File: src/rtl/mem_access_stage_if.sv
// Data-memory request/acknowledge bus between the memory-access stage (master)
// and a variable-latency data memory (slave).
interface mem_access_stage_if #(
  parameter int ADDR_W = 8,
  parameter int DATA_W = 16
);
  logic              mem_req;
  logic              mem_we;
  logic [ADDR_W-1:0] mem_addr;
  logic [DATA_W-1:0] mem_wdata;
  logic [DATA_W-1:0] mem_rdata;
  logic              mem_ack;

  modport master (output mem_req, mem_we, mem_addr, mem_wdata,
                  input  mem_rdata, mem_ack);
  modport slave  (input  mem_req, mem_we, mem_addr, mem_wdata,
                  output mem_rdata, mem_ack);
endinterface

File: src/rtl/mem_access_stage.sv
// Memory-access pipeline stage: 1-cycle pass-through for ALU ops, req/ack access
// with upstream stall for loads/stores. Optional ack timeout under MA_TIMEOUT_EN.
module mem_access_stage #(
  parameter int                DATA_W         = 16,
  parameter int                ADDR_W         = 8,
  parameter int                REG_IDX_W      = 5,
  parameter int                CTRL_W         = 4,
  parameter logic [CTRL_W-1:0] LOAD_OP        = 4'b1100,
  parameter logic [CTRL_W-1:0] STORE_OP       = 4'b1110,
  parameter int                TIMEOUT_CYCLES = 64
) (
  input  logic                 clk,
  input  logic                 reset,
  input  logic                 valid_ex,
  input  logic [CTRL_W-1:0]    control_ex,
  input  logic [DATA_W-1:0]    result_ex,
  input  logic [DATA_W-1:0]    reg_data_ex,
  input  logic [REG_IDX_W-1:0] dest_reg_index_ex,
  input  logic                 dest_reg_write_en_ex,
  output logic                 stall_ma,
  mem_access_stage_if.master   mem,
  output logic                 valid_ma,
  output logic [CTRL_W-1:0]    control_ma,
  output logic [DATA_W-1:0]    result_ma,
  output logic [DATA_W-1:0]    data_ma,
  output logic [REG_IDX_W-1:0] dest_reg_index_ma,
  output logic                 dest_reg_write_en_ma,
  output logic                 err_ma
);

  typedef enum logic {IDLE, REQ} state_t;
  state_t state;

  logic [CTRL_W-1:0]    h_ctrl;
  logic [DATA_W-1:0]    h_result;
  logic [REG_IDX_W-1:0] h_dest;
  logic                 h_wen;

  logic is_mem_ex, held_load, timeout;
  assign is_mem_ex = (control_ex == LOAD_OP) || (control_ex == STORE_OP);
  assign held_load = (h_ctrl == LOAD_OP);
  assign stall_ma  = (state == REQ);

`ifdef MA_TIMEOUT_EN
  localparam int CNT_W = $clog2(TIMEOUT_CYCLES + 1);
  localparam logic [CNT_W-1:0] CNT_LAST = CNT_W'(TIMEOUT_CYCLES - 1);
  logic [CNT_W-1:0] wait_cnt;
  assign timeout = (wait_cnt == CNT_LAST);
`else
  assign timeout = 1'b0;
  assign err_ma  = 1'b0;
`endif

  always_ff @(posedge clk) begin
    if (reset) begin
      state                <= IDLE;
      mem.mem_req          <= 1'b0;
      mem.mem_we           <= 1'b0;
      mem.mem_addr         <= '0;
      mem.mem_wdata        <= '0;
      valid_ma             <= 1'b0;
      control_ma           <= '0;
      result_ma            <= '0;
      data_ma              <= '0;
      dest_reg_index_ma    <= '0;
      dest_reg_write_en_ma <= 1'b0;
      h_ctrl               <= '0;
      h_result             <= '0;
      h_dest               <= '0;
      h_wen                <= 1'b0;
`ifdef MA_TIMEOUT_EN
      wait_cnt             <= '0;
      err_ma               <= 1'b0;
`endif
    end else begin
`ifdef MA_TIMEOUT_EN
      err_ma <= 1'b0;
`endif
      case (state)
        IDLE: begin
          if (!valid_ex) begin
            valid_ma             <= 1'b0;
            dest_reg_write_en_ma <= 1'b0;
          end else if (is_mem_ex) begin
            h_ctrl               <= control_ex;
            h_result             <= result_ex;
            h_dest               <= dest_reg_index_ex;
            h_wen                <= dest_reg_write_en_ex;
            mem.mem_req          <= 1'b1;
            mem.mem_we           <= (control_ex == STORE_OP);
            mem.mem_addr         <= result_ex[ADDR_W-1:0];
            mem.mem_wdata        <= reg_data_ex;
            valid_ma             <= 1'b0;
            dest_reg_write_en_ma <= 1'b0;
            state                <= REQ;
`ifdef MA_TIMEOUT_EN
            wait_cnt             <= '0;
`endif
          end else begin
            valid_ma             <= 1'b1;
            control_ma           <= control_ex;
            result_ma            <= result_ex;
            data_ma              <= '0;
            dest_reg_index_ma    <= dest_reg_index_ex;
            dest_reg_write_en_ma <= dest_reg_write_en_ex;
          end
        end
        REQ: begin
          // Ack and timeout share the retire path; ack takes priority.
          if (mem.mem_ack || timeout) begin
            state                <= IDLE;
            mem.mem_req          <= 1'b0;
            mem.mem_we           <= 1'b0;
            valid_ma             <= 1'b1;
            control_ma           <= h_ctrl;
            result_ma            <= h_result;
            dest_reg_index_ma    <= h_dest;
            data_ma              <= (mem.mem_ack && held_load) ? mem.mem_rdata : '0;
            dest_reg_write_en_ma <= mem.mem_ack && held_load && h_wen;
`ifdef MA_TIMEOUT_EN
            err_ma               <= !mem.mem_ack;
`endif
          end else begin
            valid_ma             <= 1'b0;
            dest_reg_write_en_ma <= 1'b0;
`ifdef MA_TIMEOUT_EN
            wait_cnt             <= wait_cnt + 1'b1;
`endif
          end
        end
        default: state <= IDLE;
      endcase
    end
  end

endmodule

File: src/flat_wrapper.sv
// flat-port wrapper written by rule: the top's interface ports become plain ports
module mem_access_stage_flat 
#(
  parameter int                DATA_W         = 16,
  parameter int                ADDR_W         = 8,
  parameter int                REG_IDX_W      = 5,
  parameter int                CTRL_W         = 4,
  parameter logic [CTRL_W-1:0] LOAD_OP        = 4'b1100,
  parameter logic [CTRL_W-1:0] STORE_OP       = 4'b1110,
  parameter int                TIMEOUT_CYCLES = 64
)
  (clk, reset, valid_ex, control_ex, result_ex, reg_data_ex, dest_reg_index_ex, dest_reg_write_en_ex, stall_ma, valid_ma, control_ma, result_ma, data_ma, dest_reg_index_ma, dest_reg_write_en_ma, err_ma, mem_mem_req, mem_mem_we, mem_mem_addr, mem_mem_wdata, mem_mem_rdata, mem_mem_ack);
  mem_access_stage_if #(.ADDR_W(ADDR_W), .DATA_W(DATA_W)) mem_i ();
  input  logic clk;
  input  logic reset;
  input  logic valid_ex;
  input  logic [CTRL_W-1:0] control_ex;
  input  logic [DATA_W-1:0] result_ex;
  input  logic [DATA_W-1:0] reg_data_ex;
  input  logic [REG_IDX_W-1:0] dest_reg_index_ex;
  input  logic dest_reg_write_en_ex;
  output logic stall_ma;
  output logic valid_ma;
  output logic [CTRL_W-1:0] control_ma;
  output logic [DATA_W-1:0] result_ma;
  output logic [DATA_W-1:0] data_ma;
  output logic [REG_IDX_W-1:0] dest_reg_index_ma;
  output logic dest_reg_write_en_ma;
  output logic err_ma;
  output wire logic [$bits(mem_i.mem_req)-1:0] mem_mem_req;
  output wire logic [$bits(mem_i.mem_we)-1:0] mem_mem_we;
  output wire logic [$bits(mem_i.mem_addr)-1:0] mem_mem_addr;
  output wire logic [$bits(mem_i.mem_wdata)-1:0] mem_mem_wdata;
  input wire logic [$bits(mem_i.mem_rdata)-1:0] mem_mem_rdata;
  input wire logic [$bits(mem_i.mem_ack)-1:0] mem_mem_ack;
  assign mem_mem_req = mem_i.mem_req;
  assign mem_mem_we = mem_i.mem_we;
  assign mem_mem_addr = mem_i.mem_addr;
  assign mem_mem_wdata = mem_i.mem_wdata;
  assign mem_i.mem_rdata = mem_mem_rdata;
  assign mem_i.mem_ack = mem_mem_ack;
  mem_access_stage #(.DATA_W(DATA_W), .ADDR_W(ADDR_W), .REG_IDX_W(REG_IDX_W), .CTRL_W(CTRL_W), .LOAD_OP(LOAD_OP), .STORE_OP(STORE_OP), .TIMEOUT_CYCLES(TIMEOUT_CYCLES)) u_core (.clk(clk), .reset(reset), .valid_ex(valid_ex), .control_ex(control_ex), .result_ex(result_ex), .reg_data_ex(reg_data_ex), .dest_reg_index_ex(dest_reg_index_ex), .dest_reg_write_en_ex(dest_reg_write_en_ex), .stall_ma(stall_ma), .mem(mem_i), .valid_ma(valid_ma), .control_ma(control_ma), .result_ma(result_ma), .data_ma(data_ma), .dest_reg_index_ma(dest_reg_index_ma), .dest_reg_write_en_ma(dest_reg_write_en_ma), .err_ma(err_ma));
endmodule
File: config.mk
export PLATFORM = sky130hd
export DESIGN_NAME = mem_access_stage_flat
export DESIGN_NICKNAME = d
export VERILOG_FILES = /design/src/rtl/mem_access_stage_if.sv /design/src/rtl/mem_access_stage.sv /design/src/flat_wrapper.sv
export SDC_FILE = /design/constraint.sdc
export NUM_CORES = 1
export LEC_CHECK = 0
export BUFFER_PORTS_ARGS = -buffer_cell sky130_fd_sc_hd__buf_2
export CORE_AREA = 8 8 85 118
export CTS_CLUSTER_SIZE = 40
export DETAILED_ROUTE_END_ITERATION = 6
export DIE_AREA = 0 0 93 126
export MAX_ROUTING_LAYER = met4
export PLACE_DENSITY = 0.78
export SLEW_MARGIN = 20
export SYNTH_ARGS = -nofsm -noshare
export SYNTH_HDL_FRONTEND = slang
export SYNTH_SLANG_ARGS = --single-unit
export TNS_END_PERCENT = 100
File: constraint.sdc
create_clock -name clk -period 1.4 [get_ports clk]
set_input_delay 0.07 -clock clk [delete_from_list [all_inputs] [get_ports clk]]
set_output_delay 0.07 -clock clk [all_outputs]
set_load 0.02 [all_outputs]
Word level (Yosys, flattened, before mapping)
Index checks and enable logic that the tools add are counted.
- divide/modulo/power cells: 0
- $mul: 0
- shift-type cells: 0
- $add $sub $neg: 0
- $lt $le $gt $ge: 0
- bitwise gates (word level): 1
- reductions and logical operators: 6
- eq/ne operators: 7
- mux-type cells: 36
- operator list (operator ; number):
    $mux W16 ; 7
    $pmux W16 S2 ; 2
    $mux W5 ; 3
    $mux W1 ; 14
    $eq A4 B4 Y1 const B ; 3
    $mux W4 ; 3
    $pmux W1 S2 ; 5
    $pmux W5 S2 ; 1
    $reduce_and A3 Y1 ; 3
    $pmux W4 S2 ; 1
    $ne A2 B2 Y1 const B ; 3
    $logic_and A1 B1 Y1 ; 2
    $ne A2 B1 Y1 const B ; 1
    $logic_or A1 B1 Y1 ; 1
    $not A1 Y1 ; 1
- memory bits (read-only): 0
- memories kept: 0
- output and inout port bits: 71
- bits in latches: 0
- input port bits: 62
- logic and storage cells: 65
- RAM bits: 0
- register bits: 96

Longest topological paths before layout
Gate-level depths: netlist of run 1.
- depth in word-level cells: 5
- mapped depth: 6
- gate-level depth less buffers: 3

Worst setup path before layout of run 1
OpenSTA, ideal clock, no wires.
- path type: flip-flop to flip-flop
- start: reg u_core.state, in the netlist u_core.stall_ma
- end: reg u_core.control_ma[0]
- arrival: 1.312 ns
- slack: -0.058 ns
- setup time: 0.146 ns
- stages on the path, launching flop included: 6
- required time: 1.254 ns
- path through: dfxtp_1 > buf_4 > and4bb_1 > nor2_2 > buf_2 > a211oi_2
- longest elaborated chain between the ends: 3
- elaborated cells on any way between the ends: 6
- classes of those cells: 3 x eq/ne; 1 x mux; 1 x bitwise; 1 x reduce/logical
- ends and longest elaborated chain (element ; line ; source):
    from (decl) ; mem_access_stage.sv:32 ; state_t state;
    from (signal assigned) ; mem_access_stage.sv:56 ; state <= IDLE;
    from (signal assigned) ; mem_access_stage.sv:95 ; state <= REQ;
    from (signal assigned) ; mem_access_stage.sv:111 ; state <= IDLE;
    $not A1 Y1 (no source line) ; - ;
    $ne A2 B2 Y1 (no source line) ; - ;
    $reduce_and A3 Y1 (no source line) ; - ;
    to (signal assigned) ; mem_access_stage.sv:101 ; control_ma <= control_ex;
    to (signal assigned) ; mem_access_stage.sv:115 ; control_ma <= h_ctrl;
    to (decl) ; mem_access_stage.sv:23 ; output logic [CTRL_W-1:0] control_ma,
Several ways; a longest one is shown, not always the timed one.
A chain may end at the register's enable or synchronous reset.

==> run summary, run 1 <==
• finished clean — status
• 609 — placed cells
• 3.61 ps — worst-case hold slack
• 0 — number of diodes added for antenna fixing
• 14 — highest net fanout along the worst path
• 8310 um2 — Core Footprint
• 38.9% — ratio of cells with drive above 1 in the final layout
• 11700 um2 — area of the die
• 4760 um2 — dpl cell area
• 5620 um2 — final non-filler cell area
• 20.9% — global-route total usage across every layer
• 56.1 ps — final worst setup slack
• 3822 — number of global-route vias before repair
• 0.853 — Final GP Congestion
• dlygate4sd3_1, buf_4, clkinvlp_4, buf_4, nand2_1, o32ai_2 — critical path, cell by cell
• 133 — I/O pin count
• built — CTS tree
• 3811 — total number of vias
• 676 — final std cells w/o fill
• 744 MHz — Max Fclk
• 5 — detailed-router iteration count before antenna repair
• 126 um — height of the chip
• 6.21 mW — Final Power
• 1340 ps — Final min period
• 131 — quantity of I/O buffers inserted on ports
• sky130_fd_sc_hd__dfxtp_1 — top_reg_cell synth
• 88 — number of synthesized register bits
• 67.6% — final core utilization
• 0 — Overflow after GRT
• 540 ps — slowest cell delay on critical path
• 2 — buffers from clock root to sink, at most
• 48.4% — Initial Utilization
• in2reg — worst min path class
• 0 — number of enable-type register cells in the synthesized netlist
• 61.5% — worst slew margin relative to its limit
• 578 ps — Worst-Margin Slew
• 2.24 nW — leakage component of the power
• 472 — Post-Syn Nets
• 0 — Synthesis Warnings
• 60 ps — clock transition at the registers of the reported paths
• 1550 ps — arrival time at the worst endpoint
• 628 — Post-layout nets
• 39.8% — Syn-to-layout area delta
• 0% — proportion of synthesized flip-flops having asynchronous set or reset
• 0 — detailed-route DRC error count
• 40 — Row Count
• 410 — synthesized netlist cell count
• 34 — number of distinct standard cells referenced by the synthesized netlist
• 96.0% — final cycle utilization of the critical path
• 7.60 mm — half-perimeter wire length after detailed placement
• sky130_fd_sc_hd__dlygate4sd3_1 — Max stage delay cell, worst path
• 262 — DR iter-0 viols
• 0 — antenna violations before repair
• 19.4 mm — wire length of the first global-routing pass
• flip-flop — type of destination of the critical path
• 0 — Max-cap violations
• sky130_fd_sc_hd__clkbuf_16 — root buf cell
• 3 — maximum level of the CTS H-tree
• 12.0 mm — wirelength, routed
• sky130_fd_sc_hd__buf_4 — most numerous cell on the critical path
• -0.564 ps — Post-Place Worst Slack
• 1110 nW/um2 — Pwr Density
• 88 — count of clock tree sinks
• 5.64 — per-cell via count in the routed design
• primary input — critical path startpoint category
• 4020 um2 — mapped cell area
• 0 — number of failing hold endpoints at the final stage
• 43.8% — proportion of synthesized chip area in sequential cells
• 9 — total CTS buffers
• 1600 ps — data required time of the critical path
• in2reg — critical path class
• 0 ps — Total Neg Setup Slack
• 17.7 um — detail-routed net length per standard cell
• 93 um — die boundary width
• 0 — Final setup violation count
• 340 ps — clock latency on the worst-skew pair
• 7.79 ps — clk_skew
• 0 — antenna viol nets, final
• 54 — maximum number of pins on one net before global-route repair
• 0 — final slew viol count
• 9.80 um2 — average footprint of a synthesized cell
• 0.703 mV — IR drop worst, VDD
routing by layer:
| metal | part of all wire [%] | track usage, % |
|---|---|---|
| met5 | 0 | - |
| met2 | 52 | 34.3 |
| met1 | 38 | 22.9 |
| met3 | 6.3 | 4.82 |
| met4 | 3.3 | 11.0 |
where the power goes:
part	switching (mW)	leakage [nW]	internal, mW	total (mW)
registers	0.0581	0.718	2.60	2.65
clock network	0.959	0.165	1.66	2.62
logic	0.526	1.36	0.418	0.944
total	1.54	2.24	4.67	6.21
worst paths after layout:
path / startpoint / endpoint / slack (ps) / cells past startpoint
worst max-delay path: reset / u_core.data_ma[13] / 60 / 6
worst min-delay path: result_ex[3] / u_core.h_result[3] / 4 / 3
worst max register to register: u_core.stall_ma / u_core.control_ma[2] / 80 / 4
worst min register to register: u_core.mem.mem_wdata[1] / u_core.mem.mem_wdata[1] / 470 / 2
critical path, delay by kind of cell:
| kind | cells | cell delay (ps) |
|---|---|---|
| buffers and inverters | 4 | 1300 |
| and+or+nand+nor | 1 | 100 |
| AOI/OAI and AO/OA | 1 | 70 |
timing repair:
action	4_1_cts	5_1_grt
gates resized for setup	0	2
setup endpoints to repair	8	7
setup buffers	1	0
pin swaps	1	0
hold buffers	50	0
hold endpoints to repair	50	0
gates cloned	0	0
synthesized netlist by cell type, types with 2 or more instances:
master / number / share of area, %
sky130_fd_sc_hd__inv_1: 19 / 1.8
sky130_fd_sc_hd__buf_2: 23 / 2.9
sky130_fd_sc_hd__mux2i_1: 26 / 6.5
sky130_fd_sc_hd__o21ai_1: 10 / 1.2
sky130_fd_sc_hd__nand2b_1: 3 / 0.47
sky130_fd_sc_hd__a211oi_2: 34 / 11
sky130_fd_sc_hd__o32ai_2: 16 / 6.5
sky130_fd_sc_hd__nor4bb_1: 2 / 0.50
sky130_fd_sc_hd__a21oi_1: 40 / 5.0
sky130_fd_sc_hd__clkbuf_1: 16 / 1.5
sky130_fd_sc_hd__nand2_1: 20 / 1.9
sky130_fd_sc_hd__nor2_1: 3 / 0.28
sky130_fd_sc_hd__buf_4: 14 / 2.6
sky130_fd_sc_hd__o21a_1: 2 / 0.37
sky130_fd_sc_hd__dfxtp_1: 88 / 44
sky130_fd_sc_hd__a211oi_1: 14 / 2.6
sky130_fd_sc_hd__nand3_1: 37 / 4.6
sky130_fd_sc_hd__o21ai_0: 27 / 3.4
layout make-up:
type	count	area, um2
Sequential cell	88	1760
Clock buffer	11	253
Tap cell	105	131
Timing Repair Buffer	199	1410
Inverter	19	75.1
Clock inverter	5	78.8
Multi-Input combinational cell	249	1910
Fill cell	603	2690
registers in the layout, indices dropped and copies added (netlist names):
signal	count
u_core.result_ma	16
u_core.h_wen	1
u_core.mem.mem_we	1
u_core.h_ctrl	4
u_core.mem.mem_wdata	16
u_core.valid_ma	1
u_core.control_ma	4
u_core.dest_reg_write_en_ma	1
u_core.dest_reg_index_ma	5
u_core.h_result	16
u_core.h_dest	5
u_core.mem.mem_req	1
u_core.data_ma	16
u_core.stall_ma	1
logic make-up (layout without fill, tap and decap cells):
group	Yosys count	count (layout)	synth area share [%]
compound gates	148	148	30.9
flops	88	88	43.8
simple gates	74	74	9.71
buf+inv	73	234	9.03
mux	26	26	6.48
other cells	1	1	0.0933
cell usage in the layout, fill, tap and decap left out, types with 2 or more instances in the layout:
| cell type | count |
|---|---|
| sky130_fd_sc_hd__buf_2 | 130 |
| sky130_fd_sc_hd__dfxtp_1 | 87 |
| sky130_fd_sc_hd__dlygate4sd3_1 | 50 |
| sky130_fd_sc_hd__a21oi_1 | 40 |
| sky130_fd_sc_hd__nand3_1 | 37 |
| sky130_fd_sc_hd__a211oi_2 | 34 |
| sky130_fd_sc_hd__o21ai_0 | 27 |
| sky130_fd_sc_hd__mux2i_1 | 25 |
| sky130_fd_sc_hd__nand2_1 | 20 |
| sky130_fd_sc_hd__inv_1 | 18 |
| sky130_fd_sc_hd__o32ai_2 | 16 |
| sky130_fd_sc_hd__a211oi_1 | 14 |
| sky130_fd_sc_hd__o21ai_1 | 10 |
| sky130_fd_sc_hd__buf_4 | 10 |
| sky130_fd_sc_hd__clkbuf_16 | 9 |
| sky130_fd_sc_hd__buf_12 | 9 |
| sky130_fd_sc_hd__nand2b_1 | 3 |
| sky130_fd_sc_hd__nor2_1 | 3 |
| sky130_fd_sc_hd__o21a_1 | 2 |
| sky130_fd_sc_hd__nor4bb_1 | 2 |
| sky130_fd_sc_hd__bufinv_16 | 2 |
| sky130_fd_sc_hd__clkbuf_8 | 2 |
| sky130_fd_sc_hd__clkinv_2 | 2 |
No activity file was read; power rests on OpenSTA's default activity.
==> inputs of run 2 (changes only) <==
==> constraint.sdc (replaced) <==
create_clock -name clk -period 1.4 [get_ports clk]
set_input_delay 0.07 -clock clk [delete_from_list [all_inputs] [get_ports clk]]
set_output_delay 0.07 -clock clk [all_outputs]
set_load 0.1 [all_outputs]
==> run summary, run 2 (synthesis results as in run 1) <==
• finished clean — status, unchanged
• 0 — final slew viol count, unchanged
• 616 — placed cells, was 609
• 40 — Row Count, unchanged
• 93 um — die boundary width, unchanged
• 3 — number of instances on the worst hold path, unchanged
• 0.838 mV — IR drop worst, VDD, was 0.703 mV
• 630 — Post-layout nets, was 628
• 1.58 ps — worst-case hold slack, was 3.61 ps
• 0 — Final setup violation count, unchanged
• 60 ps — clock transition at the registers of the reported paths, about the same
• 8310 um2 — Core Footprint, unchanged
• mem_mem_rdata[12] — launch point of the worst hold path, was result_ex[3]
• 5 — detailed-router iteration count before antenna repair, unchanged
• 235 — DR iter-0 viols, was 262
• in2reg — worst min path class, unchanged
• 126 um — height of the chip, unchanged
• 0 — detailed-route DRC error count, unchanged
• 3734 — total number of vias, was 3811
• false — unrepaired setup endpoints after global routing
• 340 ps — clock latency on the worst-skew pair, about the same
• 64 — maximum number of pins on one net before global-route repair, was 54
• 19.2 mm — wire length of the first global-routing pass, was 19.4 mm
• 67.8% — final core utilization, was 67.6%
• 370 ps — slowest cell delay on critical path, was 540 ps
• 5.49 — per-cell via count in the routed design, was 5.64
• nor2b_4, buf_12, buf_4, nand3_1, a21oi_1 — critical path, cell by cell, was dlygate4sd3_1, buf_4, clkinvlp_4, buf_4, nand2_1, o32ai_2
• 0 — Max-cap violations, unchanged
• sky130_fd_sc_hd__buf_2 (129), sky130_fd_sc_hd__dfxtp_1 (86), sky130_fd_sc_hd__a211oi_2 (47), sky130_fd_sc_hd__dlygate4sd3_1 (45), sky130_fd_sc_hd__a21oi_1 (40) — commonest non-fill, non-tap cells in the layout, was sky130_fd_sc_hd__buf_2 (130), sky130_fd_sc_hd__dfxtp_1 (87), sky130_fd_sc_hd__dlygate4sd3_1 (50), sky130_fd_sc_hd__a21oi_1 (40), sky130_fd_sc_hd__nand3_1 (37)
• flip-flop — critical path startpoint category, was primary input
• 1560 ps — arrival time at the worst endpoint, was 1550 ps
• 110 ps — internal reg-to-reg setup slack, was 80 ps
• 2 — buffers from clock root to sink, at most, unchanged
• 42.1% — ratio of cells with drive above 1 in the final layout, was 38.9%
• 0.787 — Final GP Congestion, was 0.853
• sky130_fd_sc_hd__clkbuf_16 — root buf cell, unchanged
• 0 — Overflow after GRT, unchanged
• 133 — I/O pin count, unchanged
• 65.4% — worst slew margin relative to its limit, was 61.5%
• 12.0 mm — wirelength, routed, about the same
• u_core.stall_ma — Reg-to-Reg Start, unchanged
• 1130 nW/um2 — Pwr Density, was 1110 nW/um2
• 0 — antenna viol nets, final, unchanged
• 680 — final std cells w/o fill, was 676
• 1290 ps — Final min period, was 1340 ps
• 40.2% — Syn-to-layout area delta, was 39.8%
• 651 — number of fillers in the final layout, was 603
• 17.6 um — detail-routed net length per standard cell, was 17.7 um
• 9 — total CTS buffers, unchanged
• 88 — count of clock tree sinks, unchanged
• 522 ps — Worst-Margin Slew, was 578 ps
• sky130_fd_sc_hd__buf_2 — most common library cell in the layout ignoring fill and taps, unchanged
• 20.8% — global-route total usage across every layer, was 20.9%
• sky130_fd_sc_hd__dfxtp_4 — Max stage delay cell, worst path, was sky130_fd_sc_hd__dlygate4sd3_1
• 5 — Register-to-Register Path Depth, was 4
• 3839 — number of global-route vias before repair, was 3822
• 48.4% — Initial Utilization, unchanged
• flip-flop — type of destination of the critical path, unchanged
• built — CTS tree, unchanged
• 11700 um2 — area of the die, unchanged
• reg2reg — critical path class, was in2reg
• 7.80 mm — half-perimeter wire length after detailed placement, was 7.60 mm
• u_core.data_ma[12] — end of the worst hold path, was u_core.h_result[3]
• 1660 ps — data required time of the critical path, was 1600 ps
• 3.25 ps — clk_skew, was 7.79 ps
• 131 — quantity of I/O buffers inserted on ports, unchanged
• 773 MHz — Max Fclk, was 744 MHz
• 2.25 nW — leakage component of the power, was 2.24 nW
• 92.4% — final cycle utilization of the critical path, was 96.0%
• 34 — highest net fanout along the worst path, was 14
• u_core.h_result[9] — Crit Reg-Reg Endpoint, was u_core.control_ma[2]
• 3 — maximum level of the CTS H-tree, unchanged
• 2 — antenna violations before repair, was 0
• 0 — number of failing hold endpoints at the final stage, unchanged
## run 2: cell count changes in the layout (fill, tap and decap cells not counted), moves of 2 or more
cell,delta
sky130_fd_sc_hd__dlygate4sd3_1,-5
sky130_fd_sc_hd__a211oi_2,+13
sky130_fd_sc_hd__buf_4,+9
sky130_fd_sc_hd__a211oi_1,-13
sky130_fd_sc_hd__bufinv_16,-2
sky130_fd_sc_hd__diode_2,+2
## run 2: repair_timing
| action | in CTS | in global routing |
|---|---|---|
| resized for setup | 0 | 0 |
| setup endpoints to repair | 0 | 17 |
| setup buffers | 0 | 1 |
| hold buffers | 45 | 0 |
| endpoints found under the hold margin | 45 | 0 |
## run 2: critical path: cells and delay by family (launching register included)
family	cells	cell delay [ps]
compound gates	1	140
buf+inv	2	420
simple gates	2	280
flops	1	370
## run 2: through the flow
stage | TNS (ps) | setup slack [ps] | power [mW] | instance area [um2]
5_1_grt | 0 | 11.5 | 6.59 | 5640
2_1_floorplan | -2920 | -80.6 | 3.76 | 4140
4_1_cts | 0 | 20.6 | 6.42 | 5610
3_5_place_dp | 0 | 42.0 | 4.06 | 4870
3_3_place_gp | 0 | 107 | 4.04 | 4870
6_report | 0 | 106 | 6.38 | 5640
## run 2: final cells by class
class,count,area (um2),share of cell area [%]
Clock buffer,13,270,4.80
Tap cell,105,131,2.33
Timing Repair Buffer,201,1400,24.8
Antenna cell,2,5.00,0.0888
Sequential cell,88,1770,31.3
Multi-Input combinational cell,249,1980,35.1
Clock inverter,3,15.0,0.266
Inverter,19,71.3,1.27
## run 2: how the worst max path moves through the flow
stage | slack, ps | start | cells past startpoint | to
floorplan | -80 | u_core.stall_ma | 6 | u_core.data_ma[10]
global placement | 110 | u_core.stall_ma | 3 | u_core.dest_reg_write_en_ma
detailed placement | 40 | u_core.stall_ma | 3 | u_core.dest_reg_write_en_ma
CTS | 20 | u_core.stall_ma | 3 | u_core.data_ma[12]
global route | 10 | u_core.stall_ma | 5 | u_core.h_result[9]
finish | 110 | u_core.stall_ma | 5 | u_core.h_result[9]
## run 2: where the power goes
| part | internal (mW) | switching, mW |
|---|---|---|
| sequential | 2.60 | 0.0600 |
| combinational | 0.431 | 1.03 |
| clock | 1.34 | 0.927 |
| total | 4.37 | 2.01 |
## run 2: layer usage
layer | GRT usage, % | routed length (um)
met1 | 22.2 | 4680
met2 | 35.1 | 6220
met3 | 4.04 | 705
met4 | 11.8 | 392
met5 | - | 0
